[config.mk]
export PLATFORM = sky130hd
export DESIGN_NAME = ir_fetch_queue
export DESIGN_NICKNAME = d
export VERILOG_FILES = /design/src/rtl/ir_fetch_queue.sv
export SDC_FILE = /design/constraint.sdc
export NUM_CORES = 1
export LEC_CHECK = 0
export ABC_AREA = 1
export CORE_MARGIN = 3
export CORE_UTILIZATION = 53
export DETAILED_ROUTE_END_ITERATION = 8
export PLACE_DENSITY = 0.8
export SYNTH_ARGS = -nofsm -noshare
export SYNTH_HDL_FRONTEND = slang
export SYNTH_SLANG_ARGS = --single-unit
[constraint.sdc]
create_clock -name clock -period 2.5 [get_ports clock]
set_input_delay 0.75 -clock clock [delete_from_list [all_inputs] [get_ports clock]]
set_output_delay 0.75 -clock clock [all_outputs]
set_load 0.02 [all_outputs]
[src/rtl/ir_fetch_queue.sv]
// ir_fetch_queue: DEPTH-entry prefetch FIFO feeding a decoded instruction
// register. The fetch side pushes with valid/ready, the control FSM pops the
// head into the IR with ir_load, and flush drops everything on a redirect.
// Decoded fields are plain slices of the IR flops (no extra latency).
module ir_fetch_queue #(
    parameter int INSTR_W  = 16,
    parameter int OP_W     = 4,
    parameter int REG_W    = 3,
    parameter int DATA_W   = 16,
    parameter int DEPTH    = 4,
    localparam int FUNCT_W = INSTR_W - OP_W - 3 * REG_W,
    localparam int IMM_I_W = REG_W + FUNCT_W,
    localparam int IMM_J_W = INSTR_W - OP_W,
    localparam int CNT_W   = $clog2(DEPTH + 1)
) (
    input  logic               clock,
    input  logic               reset_n,
    input  logic               fetch_valid,
    input  logic [INSTR_W-1:0] fetch_data,
    output logic               fetch_ready,
    input  logic               ir_load,
    input  logic               flush,
    output logic               ir_valid,
    output logic [CNT_W-1:0]   q_count,
    output logic [OP_W-1:0]    op,
    output logic [REG_W-1:0]   rs,
    output logic [REG_W-1:0]   rt,
    output logic [REG_W-1:0]   rd,
    output logic [FUNCT_W-1:0] funct,
    output logic [DATA_W-1:0]  imm_i,
    output logic [IMM_J_W-1:0] imm_j
);

    localparam int PTR_W = $clog2(DEPTH);
    localparam logic [CNT_W-1:0] FULL_CNT = CNT_W'(DEPTH);

    // Queue storage; the IR itself acts as the registered read port.
    logic [INSTR_W-1:0] mem [DEPTH];

    logic [PTR_W-1:0]   wptr_reg, wptr_next;
    logic [PTR_W-1:0]   rptr_reg, rptr_next;
    logic [CNT_W-1:0]   count_reg, count_next;
    logic               ir_valid_reg, ir_valid_next;
    logic [INSTR_W-1:0] ir_reg;
    logic               push;
    logic               pop;

    // Ready depends only on the registered count, never on same-cycle ir_load,
    // so a full queue refuses a push even while it is being popped.
    assign fetch_ready = (count_reg != FULL_CNT);
    assign push        = fetch_valid && fetch_ready && !flush;
    assign pop         = ir_load && (count_reg != '0) && !flush;

    // Next-state for pointers, occupancy and IR valid; flush overrides all.
    always_comb begin
        wptr_next     = wptr_reg;
        rptr_next     = rptr_reg;
        count_next    = count_reg;
        ir_valid_next = ir_valid_reg;
        if (flush) begin
            wptr_next     = '0;
            rptr_next     = '0;
            count_next    = '0;
            ir_valid_next = 1'b0;
        end else begin
            if (push) begin
                wptr_next = wptr_reg + PTR_W'(1);
            end
            if (pop) begin
                rptr_next     = rptr_reg + PTR_W'(1);
                ir_valid_next = 1'b1;
            end else if (ir_load) begin
                // Load requested from an empty queue: insert a bubble.
                ir_valid_next = 1'b0;
            end
            count_next = count_reg + CNT_W'(push) - CNT_W'(pop);
        end
    end

    // Control state registers with asynchronous clear.
    always_ff @(posedge clock or negedge reset_n) begin
        if (!reset_n) begin
            wptr_reg     <= '0;
            rptr_reg     <= '0;
            count_reg    <= '0;
            ir_valid_reg <= 1'b0;
        end else begin
            wptr_reg     <= wptr_next;
            rptr_reg     <= rptr_next;
            count_reg    <= count_next;
            ir_valid_reg <= ir_valid_next;
        end
    end

    // Queue write port; contents need no reset since occupancy gates reads.
    always_ff @(posedge clock) begin
        if (push) begin
            mem[wptr_reg] <= fetch_data;
        end
    end

    // IR captures the queue head on a successful pop and otherwise holds.
    always_ff @(posedge clock or negedge reset_n) begin
        if (!reset_n) begin
            ir_reg <= '0;
        end else if (pop) begin
            ir_reg <= mem[rptr_reg];
        end
    end

    assign ir_valid = ir_valid_reg;
    assign q_count  = count_reg;

    // Field slices straight from the IR flops.
    assign op    = ir_reg[INSTR_W-1 -: OP_W];
    assign rs    = ir_reg[INSTR_W-OP_W-1 -: REG_W];
    assign rt    = ir_reg[INSTR_W-OP_W-REG_W-1 -: REG_W];
    assign rd    = ir_reg[INSTR_W-OP_W-2*REG_W-1 -: REG_W];
    assign funct = ir_reg[FUNCT_W-1:0];
    assign imm_j = ir_reg[IMM_J_W-1:0];

    // I-type immediate: low IMM_I_W bits copied, upper bits replicate the sign.
    generate
        for (genvar gi = 0; gi < DATA_W; gi++) begin : g_imm_i
            if (gi < IMM_I_W) begin : g_low
                assign imm_i[gi] = ir_reg[gi];
            end else begin : g_sign
                assign imm_i[gi] = ir_reg[IMM_I_W-1];
            end
        end
    endgenerate

endmodule

==> results of run 1 <==
## critical path, stage by stage, from the launching register on
cell	delay (ns)
sky130_fd_sc_hd__dfrtp_1	0.45
sky130_fd_sc_hd__nor2_2	0.16
sky130_fd_sc_hd__nand2_1	0.10
sky130_fd_sc_hd__clkdlybuf4s50_1	0.55
## stage by stage
| step | cell area, um^2 | setup TNS (ns) |
|---|---|---|
| final | 4850 | 0 |
| after global routing | 4850 | 0 |
| after CTS | 4850 | 0 |
| after detailed placement | 4640 | -0.241 |
| after global placement | 4640 | -0.103 |
| after floorplan | 4030 | 0 |
## layout by cell type (no fill, tap or decap)
cell type,count
sky130_fd_sc_hd__nand2_2,1
sky130_fd_sc_hd__nor2_2,1
sky130_fd_sc_hd__edfxtp_1,64
sky130_fd_sc_hd__fa_1,1
sky130_fd_sc_hd__clkinv_1,1
sky130_fd_sc_hd__nand3_1,37
sky130_fd_sc_hd__ha_1,6
sky130_fd_sc_hd__xor2_1,1
sky130_fd_sc_hd__o21ai_0,5
sky130_fd_sc_hd__clkbuf_8,10
sky130_fd_sc_hd__inv_2,4
sky130_fd_sc_hd__nor2_1,8
sky130_fd_sc_hd__clkinv_2,1
sky130_fd_sc_hd__xnor2_1,1
sky130_fd_sc_hd__bufinv_16,2
sky130_fd_sc_hd__nand3_2,1
sky130_fd_sc_hd__clkdlybuf4s50_1,69
sky130_fd_sc_hd__inv_1,75
sky130_fd_sc_hd__clkbuf_1,2
sky130_fd_sc_hd__buf_4,17
sky130_fd_sc_hd__dfrtp_1,24
sky130_fd_sc_hd__nand2_1,134
## report_power, final
part           total [mW]  switching (mW)  internal [mW]
registers            1.96           0.174           1.78
clock network        1.05           0.466          0.587
logic                1.98            1.12          0.867
total                4.99            1.76           3.24
## layer usage
metal | vias up | track usage | wire (um)
met5 | - | 0 | 0
met2 | 83 | 0.327 | 3740
met1 | 1262 | 0.220 | 3060
li1 | 1325 | - | -
met3 | 14 | 0.0362 | 466
met4 | 0 | 0.0818 | 147
## cell usage after synthesis, drive strengths merged
library cell / count / share of area
xor2: 1 / 0.0022
fa: 1 / 0.0050
edfxtp: 64 / 0.48
nand3: 38 / 0.048
nor2: 9 / 0.0090
xnor2: 1 / 0.0022
ha: 6 / 0.019
inv: 79 / 0.074
dfrtp: 24 / 0.15
nand2: 135 / 0.13
buf: 41 / 0.083
o21ai: 5 / 0.0062
## cell type report
class	instances	area (um^2)
Clock buffer	12	145
Clock inverter	4	68.8
Fill cell	551	2480
Inverter	79	297
Multi-Input combinational cell	196	878
Sequential cell	88	2520
Tap cell	99	124
Timing Repair Buffer	86	818
## logic make-up (layout without fill, tap and decap cells)
family,count (synthesis),count (layout),share of synthesized area
AND/OR/NAND/NOR,182,182,0.184
buffers and inverters,120,181,0.156
flip-flops,88,88,0.626
adder cells (fa/ha/maj),7,7,0.0236
AO/OA/AOI/OAI,5,5,0.00621
XOR/XNOR,2,2,0.00435
## worst max-delay path by stage
stage                  endpoint  slack, ns       start
global placement     q_count[2]      -0.07       flush
global route        fetch_ready       0.01  q_count[1]
floorplan            q_count[2]       0.25       flush
finish              fetch_ready       0.14  q_count[1]
detailed placement   q_count[2]      -0.13       flush
CTS                 fetch_ready       0.12  q_count[1]
==> out/results.md, run 1 <==
Synth
* 0 — number of warnings printed during yosys synthesis
* 0.00403 mm^2 — post-synth design cell area
* 19 — post-synthesis cell type count
* 88 — number of storage elements in the synthesis netlist
* 432 — Net Count, Synth
* 9.98 um^2 — per-instance average area after synthesis
* 0.626 — sequential cell area fraction in the yosys report
* 404 — cell count after synthesis

Routing
* 0 — post-route ant nets
* 4.76 — drt via density
* 2684 — total via count in the routed design
* 4 — number of detailed-route iterations in the first pass
* 7420 um — total wire length after detailed routing
* 0 — number of remaining DRC errors
* 13.2 um — post-detailed-route wirelength per cell
* 226 — Initial DRC Count

GRT
* 2622 — via count of the first global-routing pass
* 0 — global route overflow
* 0.186 — GRT Resource Usage Total
* 0 — initial antenna violation count
* 36 — largest net degree at the start of global routing
* 12300 um — global-route wire length before repair

Floorplan
* 0.550 — effective utilization at floorplan
* 93.2 um — die span in y
* 0.00869 mm^2 — area of the die
* 0.00733 mm^2 — core area
* 70 — # IOs
* 93.2 um — horizontal die dimension
* 31 — Row Count

Timing
* 0.529 — worst max-slew margin expressed relative to the limit
* 0.943 — fraction of the cycle the final worst path needs
* 0 — number of slew-limit violations in the final report
* 0 — Final Hold Fails
* 0.706 ns — actual slew at the worst max-slew pin
* 0.480 ns — Post-Route Hold Slack
* false — RSZ-0062 raised after global routing
* 0.0107 ns — setup skew after layout
* 0.424 GHz — highest clock frequency the design can meet
* 0 — setup violators final
* 0.142 ns — post-route worst setup slack
* 2.36 ns — post-route minimum period

Setup path
* 4 — critical path fanouts, max
* flip-flop — CP startpoint kind
* 0.54 ns — Worst R2R Setup Slack
* q_count[2] — worst r2r dst
* q_count[1] — launch instance of the worst register-to-register path
* 1.61 ns — critical path arrival
* 11 — number of cells on the worst reg-to-reg path
* flip-flop to output port — Setup CP Type
* 1.75 ns — CP required
* output port — endpoint type of the worst setup path

Clock tree
* 0 — # hold bufs at CTS
* 88 — Clock Sink Count
* 0.35 ns — Clock Latency Late Sink
* 0.08 ns — Clock transition at path regs
* 0 — setup repair bufs after CTS
* 0 — number of gates resized after cts
* 3 — H-Tree Level Count
* sky130_fd_sc_hd__clkbuf_8 — master cell of the clock root buffer
* 9 — number of buffers inserted during clock tree synthesis
* done — CTS tree
* 2 — Max Root-Sink Buffers

Flow run
* 0 — # Max-Cap Violations

Placement
* 4930 um — DPL Wire Length
* -0.133 ns — pre-CTS setup slack
* 0.792 — global placer's final weighted congestion
* 69 — quantity of I/O buffers inserted on ports
* 548 — placed instance count

Pwr
* 450 uV — maximum resistive drop on vdd
* 2.24 nW — Pleak
* 4.99 mW — total chip power
* 1030 mW/mm^2 — power density cells

Outcome
* complete, no violations — status

Layout
* 564 — final non-filler cell total
* 488 — number of nets in the layout
* 0.0796 — layout cells sized above 1
* 0 — antenna diode instance count
* 0.662 — Util after Layout
* 64 — flip-flop count of the largest register after layout
* 20.4% — Syn-to-layout area delta

Hold path
* ir_reg[14] — endpoint of the worst hold-timing path
* flip-flop to flip-flop — min-delay worst type
* ir_reg[14] — Worst Min Path Start
* 2 — hold path depth

(Power assumes the default switching activity.)
==> run 2, diff against run 1 <==
CAP_MARGIN = 20   (was unset)
PLACE_DENSITY = 0.79   (was 0.8)
==> run 2 against run 1 <==
  * Power down 0.78%
  * Fmax increased by 0.18%
  * Sequential cell count did not move
  * Largest cell class unchanged
==> out/results.md, run 2 (same netlist as run 1, synthesis figures left out) <==
Timing
* 0.00773 ns — setup skew after layout
* 0 — Final Hold Fails
* 0.425 GHz — highest clock frequency the design can meet
* 0 — number of slew-limit violations in the final report
* 0.503 — worst max-slew margin expressed relative to the limit
* 0 — setup violators final
* 0.941 — fraction of the cycle the final worst path needs
* false — RSZ-0062 raised after global routing
* 2.35 ns — post-route minimum period
* 0.745 ns — actual slew at the worst max-slew pin
* 0.147 ns — post-route worst setup slack

Routing
* 13.4 um — post-detailed-route wirelength per cell
* 7540 um — total wire length after detailed routing
* 175 — Initial DRC Count
* 2686 — total via count in the routed design
* 4.76 — drt via density
* 0 — number of remaining DRC errors
* 0 — post-route ant nets
* 5 — number of detailed-route iterations in the first pass

Setup path
* flip-flop — CP startpoint kind
* 14 — critical path fanouts, max
* 0.56 ns — Worst R2R Setup Slack
* 1.75 ns — CP required
* 0.68 ns — largest incremental delay on the critical path
* output port — endpoint type of the worst setup path
* 1.60 ns — critical path arrival
* flip-flop to output port — Setup CP Type
* ir_reg[5] — startpoint of the worst setup timing path
* q_count[1] — launch instance of the worst register-to-register path
* q_count[2] — worst r2r dst
* clkdlybuf4s50_1 — sequence of cells on the critical path
* 11 — number of cells on the worst reg-to-reg path
* 1 — count of buffer and inverter cells on the critical path
* sky130_fd_sc_hd__clkdlybuf4s50_1 — cell with the largest stage delay on the worst path
* buffers and inverters — delay-heaviest family, CP

Flow run
* 0 — # Max-Cap Violations

Placement
* 0.00464 mm^2 — placed cell areas
* 5050 um — DPL Wire Length
* 548 — placed instance count
* -0.107 ns — pre-CTS setup slack
* 0.767 — global placer's final weighted congestion
* 69 — quantity of I/O buffers inserted on ports

Layout
* 0.0817 — layout cells sized above 1
* 64 — flip-flop count of the largest register after layout
* 564 — final non-filler cell total
* sky130_fd_sc_hd__nand2_1 — most common cell after layout, fill and taps aside
* 0 — antenna diode instance count
* sky130_fd_sc_hd__nand2_1, sky130_fd_sc_hd__inv_1, sky130_fd_sc_hd__clkdlybuf4s50_1 — commonest non-fill, non-tap cells in the layout
* 20.3% — Syn-to-layout area delta
* 488 — number of nets in the layout
* 0.00485 mm^2 — final design instance area without fill
* 553 — number of fill cells
* 0.661 — Util after Layout

Hold path
* 2 — hold path depth
* ir_reg[13] — endpoint of the worst hold-timing path
* flip-flop to flip-flop — min-delay worst type
* ir_reg[13] — Worst Min Path Start

Floorplan
* 93.2 um — die span in y
* 31 — Row Count
* 70 — # IOs
* 0.00733 mm^2 — core area
* 0.550 — effective utilization at floorplan
* 93.2 um — horizontal die dimension
* 0.00869 mm^2 — area of the die

Outcome
* complete, no violations — status

Pwr
* 1020 mW/mm^2 — power density cells
* 2.24 nW — Pleak
* 471 uV — maximum resistive drop on vdd
* 4.96 mW — total chip power

Clock tree
* 2 — Max Root-Sink Buffers
* 0 — # hold bufs at CTS
* 0.35 ns — Clock Latency Late Sink
* 0 — setup repair bufs after CTS
* 88 — Clock Sink Count
* 0.08 ns — Clock transition at path regs
* done — CTS tree
* 3 — H-Tree Level Count
* sky130_fd_sc_hd__clkbuf_8 — master cell of the clock root buffer
* 9 — number of buffers inserted during clock tree synthesis
* 0 — number of gates resized after cts

GRT
* 0 — global route overflow
* 12400 um — global-route wire length before repair
* 2613 — via count of the first global-routing pass
* 36 — largest net degree at the start of global routing
* 0 — initial antenna violation count
* 0.190 — GRT Resource Usage Total

-- run 2: cell types whose count changed in the layout (fill, tap and decap cells not counted), sizes merged --
cell,previous run,this run
bufinv,2,1
clkbuf,12,13
-- run 2: area by class of cell --
type | count | area, um^2 | share of cell area
tap | 99 | 124 | 0.0256
inverter | 79 | 297 | 0.0612
clock inverter | 3 | 38.8 | 0.00800
clock buffer | 13 | 169 | 0.0348
multi-input combinational | 196 | 878 | 0.181
sequential | 88 | 2520 | 0.520
timing repair buffer | 86 | 818 | 0.169
-- run 2: how the worst max path moves through the flow --
stage / endpoint / depth (start not counted)
after CTS: imm_i[15] / 1
after detailed placement: q_count[2] / 11
after global routing: imm_i[11] / 1
after floorplan: q_count[2] / 11
after global placement: q_count[2] / 11
final: imm_i[15] / 1
-- run 2: metal layers --
metal / vias to the layer above / share of wire / wire length (um) / track usage
li1: 1323 / - / - / -
met5: - / 0 / 0 / 0
met4: 0 / 0.020 / 154 / 0.0916
met2: 102 / 0.52 / 3890 / 0.326
met3: 12 / 0.066 / 499 / 0.0426
met1: 1249 / 0.40 / 3000 / 0.227
-- run 2: power by group --
group	switching [mW]	internal, mW
sequential	0.182	1.78
clock	0.466	0.540
combinational	1.12	0.867
-- run 2: metrics by stage --
stage	hold slack, ns	TNS [ns]
6_report	0.486	0
5_1_grt	0.522	0
4_1_cts	0.491	0
3_5_place_dp	0.468	-0.196
3_3_place_gp	0.462	-0.105
2_1_floorplan	0.454	0
